==> config.mk <==
export PLATFORM = sky130hd
export DESIGN_NAME = seq_detector_param
export DESIGN_NICKNAME = d
export VERILOG_FILES = /design/src/rtl/seq_detector_param.sv
export SDC_FILE = /design/constraint.sdc
export NUM_CORES = 1
export LEC_CHECK = 0
export BUFFER_PORTS_ARGS = -buffer_cell sky130_fd_sc_hd__buf_4
export CORE_ASPECT_RATIO = 0.75
export CORE_MARGIN = 4
export CORE_UTILIZATION = 35
export DETAILED_ROUTE_END_ITERATION = 7
export GPL_TIMING_DRIVEN = 0
export PLACE_DENSITY = 0.62
export SLEW_MARGIN = 20
export SYNTH_ARGS = -nofsm -noshare
export SYNTH_HDL_FRONTEND = slang
export SYNTH_SLANG_ARGS = --single-unit
==> constraint.sdc <==
create_clock -name clk -period 7.35 [get_ports clk]
set_clock_uncertainty 0.15 [all_clocks]
set_input_delay 1.47 -clock clk [delete_from_list [all_inputs] [get_ports clk]]
set_output_delay 1.47 -clock clk [all_outputs]
set_load 0.02 [all_outputs]
==> src/rtl/seq_detector_param.sv <==
// Run-time programmable serial pattern detector (1..MAX_LEN bits) with overlap
// select, sample-enable gating, registered Moore match flag and saturating count.
module seq_detector_param #(
    parameter int MAX_LEN = 8,
    parameter int LEN_W   = $clog2(MAX_LEN + 1),
    parameter int CNT_W   = 8
) (
    input  logic               clk,
    input  logic               reset_n,
    input  logic               cfg_load,
    input  logic [MAX_LEN-1:0] pattern,
    input  logic [LEN_W-1:0]   pat_len,
    input  logic               overlap,
    input  logic               en,
    input  logic               x,
    output logic               z,
    output logic [CNT_W-1:0]   match_cnt,
    output logic               cfg_err
);

    logic [MAX_LEN-1:0] hist_q;
    logic [LEN_W-1:0]   fill_q;
    logic [MAX_LEN-1:0] pat_q;
    logic [LEN_W-1:0]   len_q;
    logic               ovl_q;

    logic [MAX_LEN-1:0] hist_next;
    logic [LEN_W-1:0]   fill_inc;
    logic [MAX_LEN-1:0] len_mask;
    logic               match;
    logic               load_err;

    // Only the low len bits of history and pattern take part in the compare.
    for (genvar i = 0; i < MAX_LEN; i++) begin : g_mask
        assign len_mask[i] = (len_q > LEN_W'(i));
    end

    assign hist_next = {hist_q[MAX_LEN-2:0], x};
    assign fill_inc  = (fill_q == LEN_W'(MAX_LEN)) ? fill_q : fill_q + 1'b1;
    assign load_err  = (pat_len == '0) || (pat_len > LEN_W'(MAX_LEN));

    always_comb begin
        match = 1'b0;
        if (!cfg_err && (fill_inc >= len_q)
            && (((hist_next ^ pat_q) & len_mask) == '0)) begin
            match = 1'b1;
        end
    end

    always_ff @(posedge clk) begin
        if (!reset_n) begin
            hist_q    <= '0;
            fill_q    <= '0;
            pat_q     <= '0;
            len_q     <= '0;
            ovl_q     <= 1'b1;
            z         <= 1'b0;
            match_cnt <= '0;
            cfg_err   <= 1'b1;
        end else if (cfg_load) begin
            pat_q     <= pattern;
            len_q     <= pat_len;
            ovl_q     <= overlap;
            hist_q    <= '0;
            fill_q    <= '0;
            z         <= 1'b0;
            match_cnt <= '0;
            cfg_err   <= load_err;
        end else if (en) begin
            hist_q <= hist_next;
            // Non-overlapping mode restarts the fill so matched bits are not reused.
            fill_q <= (match && !ovl_q) ? '0 : fill_inc;
            z      <= match;
            if (match && (match_cnt != '1)) begin
                match_cnt <= match_cnt + 1'b1;
            end
        end
    end

endmodule

* Word-level counts from Yosys, hierarchy flattened *
Index checks and enable logic that the tools add are counted.

cells by class
  add/subtract/negate cells = 2
  reduce and logical (&&, ||, !) cells = 11
  eq/ne operators = 2
  order comparisons = 10
  muxes and demuxes = 3
  bitwise logic cells = 3

operators by type and width
  cell                                                                   number
  4-bit by 3-bit > comparator with 1-bit output (second input constant)  4
  8-bit by 1-bit adder with 8-bit output (second input constant)         1
  8-bit bitwise AND                                                      1
  4-bit by 1-bit > comparator with 1-bit output (second input constant)  2
  4-bit by 2-bit > comparator with 1-bit output (second input constant)  2
  8-bit zero test                                                        1
  4-bit 2-to-1 mux                                                       2
  8-bit != test (second input constant)                                  1
  8-bit XOR                                                              1
  4-bit by 1-bit adder with 4-bit output (second input constant)         1
  4-bit == test (second input constant)                                  1
  4-bit >= comparator                                                    1
  4-bit > comparator (second input constant)                             1
  1-bit logical AND                                                      4
  4-bit zero test                                                        1
  1-bit zero test                                                        2
  2-bit AND reduction                                                    1
  2-bit OR reduction                                                     1
  1-bit logical OR                                                       1
  1-bit 2-to-1 mux                                                       1
  1-bit NOT                                                              1

word-level totals
  input port bits = 18
  output and inout bits = 10
  logic and storage cells = 39
  register bits after elaboration = 34

* Depth between registers and ports, before layout *
  depth in word-level cells = 8
  depth in mapped cells = 11
  mapped depth without buffers = 10

* Worst setup path before layout *
OpenSTA, ideal clock, no wires.

  path type = in2reg
  start = input x
  end = register match_cnt[3]
  library setup time = 0.072 ns
  path slack = 4.226 ns
  buffers on the path = 1
  stages = 6
  required time = 7.128 ns
  data arrival time = 2.902 ns
  cells stage by stage = xor2_2 a221oi_2 or4b_4 buf_6 nor4_2 mux2i_1

on the way
  word-level cells in the longest chain between the ends = 7

ends and longest elaborated chain
  element                        line  text
  start: declaration             15    input logic x,
  8-bit XOR                      45    && (((hist_next ^ pat_q) & len_mask) == '0)) begin
  8-bit bitwise AND              45
  8-bit zero test                45
  1-bit logical AND              45
  1-bit 2-to-1 mux               44    if (!cfg_err && (fill_inc >= len_q)
  1-bit logical AND              74    if (match && (match_cnt != '1)) begin
  2-bit AND reduction (no line)  n/a
  end signal: assignment         75    match_cnt <= match_cnt + 1'b1;
  end: declaration               17    output logic [CNT_W-1:0] match_cnt,

No other way between the ends.
A chain may end at the register's enable or synchronous reset.

* Worst setup path after layout *
Ends and elaborated chain as after synthesis.

==> out/metrics.yaml <==
clocking:
  clk_path_buf_depth: 2
  cts-root-buf: "clkbuf_8"
  cts-buffers-inserted: 5
  path_clk_slew_ps: 70
  cts-hold-fix-buffers: 0
  clock_latency_ps: 290
  cts-resized-gates: 0
  cts_post_setup_buffers_inserted: 0
  cts_max_level: 2
  clkSinkCount: 34
  cts_tree: "done"
sta:
  relSlewSlack_pct: 55.19
  setup_viol: 0
  rsz0062_at_grt: "no"
  hold_viol: 0
  fin_tns_setup_ps: 0
  finalCritPeriodShare_pct: 42.16
  slew_violations: 0
  fin_crit_ps: 3098
  fmax_mhz: 322.7
  worst_slew_pin_slew_ps: 672.2
grt:
  grt_overflow: 0
  grt_use_total_pct: 13.33
  grt_pass1_vias: 1388
  grt_max_degree: 12
  antenna_found_initial: 0
  grt_first_pass_wirelength_um: 6927
critical_path:
  worstPathArrival_ps: 3160
  critPathKind: "in2reg"
  path_max_fanout: 10
  critical_path.cell_chain: "buf_4 > xor2_2 > a221oi_2 > or4b_4 > buf_6 > nor4_2 > mux2i_1"
  worstSetupEndpointType: "register"
  critPathSlowestCell: "or4b_4"
  crit_path_start_kind: "input pin"
  cp.required_ps: 7410
  slowest_delay_ps: 510
drt:
  first_pass_iters: 4
  wl_met2_um: 1710
  vias_per_cell: 4.863
  drc: 0
  wl_um: 4032
  highest_layer: "met4"
  vias: 1459
  wl_per_cell_um: 13.44
  drt-met1-wl_um: 2105
  ant_nets: 0
  wl_met3_um: 172
  first_iter_violations: 98
logic_synthesis:
  synth.cell_area_mm2: 0.001872
  synthTopCellsByCount: "34 x dfxtp_1, 26 x mux2i_1, 14 x nand2_1, 14 x nor2b_1, 11 x nand3_1"
  syn_nets: 220
  syn_area_per_cell_um2: 9.599
  ys_seq_elements: 34
  yosysTopAreaCellShare_pct: 36.36
  yosysMostFrequentCell: "dfxtp_1"
  yosysSeqAreaShare_pct: 36.36
  synth_warnings: 0
  synth_cell_type_count: 41
  synthFlopType: "dfxtp_1"
  postSynthCellCount: 195
  synth-edff-count: 0
  async_flop_share_pct: 0
  netlist_top_cells_area: "dfxtp_1 36%, mux2i_1 14%, ha_1 4.7%"
  synth_top_area_cell: "dfxtp_1"
final_layout:
  fin_area_mm2: 0.002292
  syn_to_final_growth_pct: 22.46
  final_util_pct: 45.50
  drive_above_1_share_pct: 21.93
  fin_nets: 252
  n_antenna_cell: 0
  instances_no_fill: 300
  fill_cells: 496
placed_design:
  place_congestion: 0.7693
  placedInstanceArea_mm2: 0.002150
  place_inst: 292
  numPortBuffers: 25
  place_hpwl_um: 3096
die:
  die_area_mm2: 0.006594
  start_util_pct: 37.16
  die-height_um: 71.33
  rows: 22
  die_w_um: 92.45
  io_pins: 28
  core_region_area_mm2: 0.005037
power_and_ir_drop:
  ir_drop_mv: 0.1272
  power.leakage_nw: 0.9023
  power_density_mw_per_mm2: 201.8
flow_run:
  drv_cap: 0
outcome:
  status: "complete, no violations"
hold_path:
  hp-class: "reg2reg"
-- power by group --
part           switching (mW)  total (mW)  internal, mW
Sequential            0.00574       0.195         0.190
Clock                  0.0681       0.213         0.145
Combinational          0.0277      0.0545        0.0268
Total                   0.102       0.463         0.361
-- placed cells by master (no fill, tap or decap), types with 2 or more instances in the layout --
cell	netlist	routed
nand2b_1	7	7
ha_1	7	7
mux2i_1	26	26
o21a_1	2	2
and4_1	2	2
a21oi_1	5	5
nor2b_1	14	14
clkbuf_1	6	6
nand3_1	11	11
xor2_1	3	3
o21ai_0	5	5
buf_4	0	25
nor2_1	7	7
inv_1	8	8
or4_1	2	2
xnor2_1	8	8
o31ai_1	2	2
o32ai_1	2	2
bufinv_16	0	2
clkbuf_8	1	7
nand2_1	14	14
dfxtp_1	34	34
o21ai_1	2	2
nor3_1	3	3
nor4_2	6	6
-- cells by family (layout without fill, tap and decap cells) --
logic type,Yosys count,after routing,share of synthesized area [%]
AO/OA/AOI/OAI,23,23,8.155
adder cells (fa/ha/maj),7,7,4.679
AND/OR/NAND/NOR,74,74,25.27
multiplexers,26,26,13.90
flip-flops,34,34,36.36
buffers and inverters,19,52,5.614
XOR/XNOR,12,12,6.017
-- path summary, 6_finish.rpt --
path | slack, ps | to | start | depth (start not counted)
worst max register to register | 4370 | match_cnt[3] | fill_q[0] | 11
worst min-delay path | 340 | match_cnt[5] | match_cnt[5] | 2
worst max-delay path | 4250 | match_cnt[3] | x | 7
worst min register to register | 340 | match_cnt[5] | match_cnt[5] | 2
-- per-stage QoR --
stage	setup WS (ps)	hold slack (ps)	power, mW
after global routing	4109	355.8	0.4819
after detailed placement	3949	328.7	0.2545
after CTS	4240	338.9	0.4665
after global placement	3952	325.1	0.2535
final	4252	336.8	0.4625
after floorplan	4226	312.6	0.2369
-- area by class of cell --
type	count	area [um^2]	share of cell area (%)
sequential	34	680.7	29.69
clock buffer	6	82.58	3.603
buffer	10	71.32	3.111
inverter	9	33.78	1.474
multi-input combinational	142	1086	47.38
clock inverter	2	60.06	2.620
timing repair buffer	25	187.7	8.188
tap	72	90.09	3.930
-- critical path, delay by kind of cell --
kind	cells	cell delay [ps]
AOI/OAI and AO/OA	1	230
buffers and inverters	2	300
xor gates and xnor gates	1	150
muxes	1	220
and+or+nand+nor	2	800
-- flip-flops by register name (all words and copies together) (netlist names) --
register / count
len_q: 4
match_cnt: 8
cfg_err: 1
pat_q: 8
ovl_q: 1
hist_q: 7
fill_q: 4
z: 1
-- layer usage --
layer | up-vias | track usage [%]
met5 | - | 0
met4 | 0 | 4.448
met3 | 4 | 3.568
met2 | 23 | 18.73
met1 | 685 | 19.55
li1 | 747 | -
No activity file was read; power rests on OpenSTA's default activity.
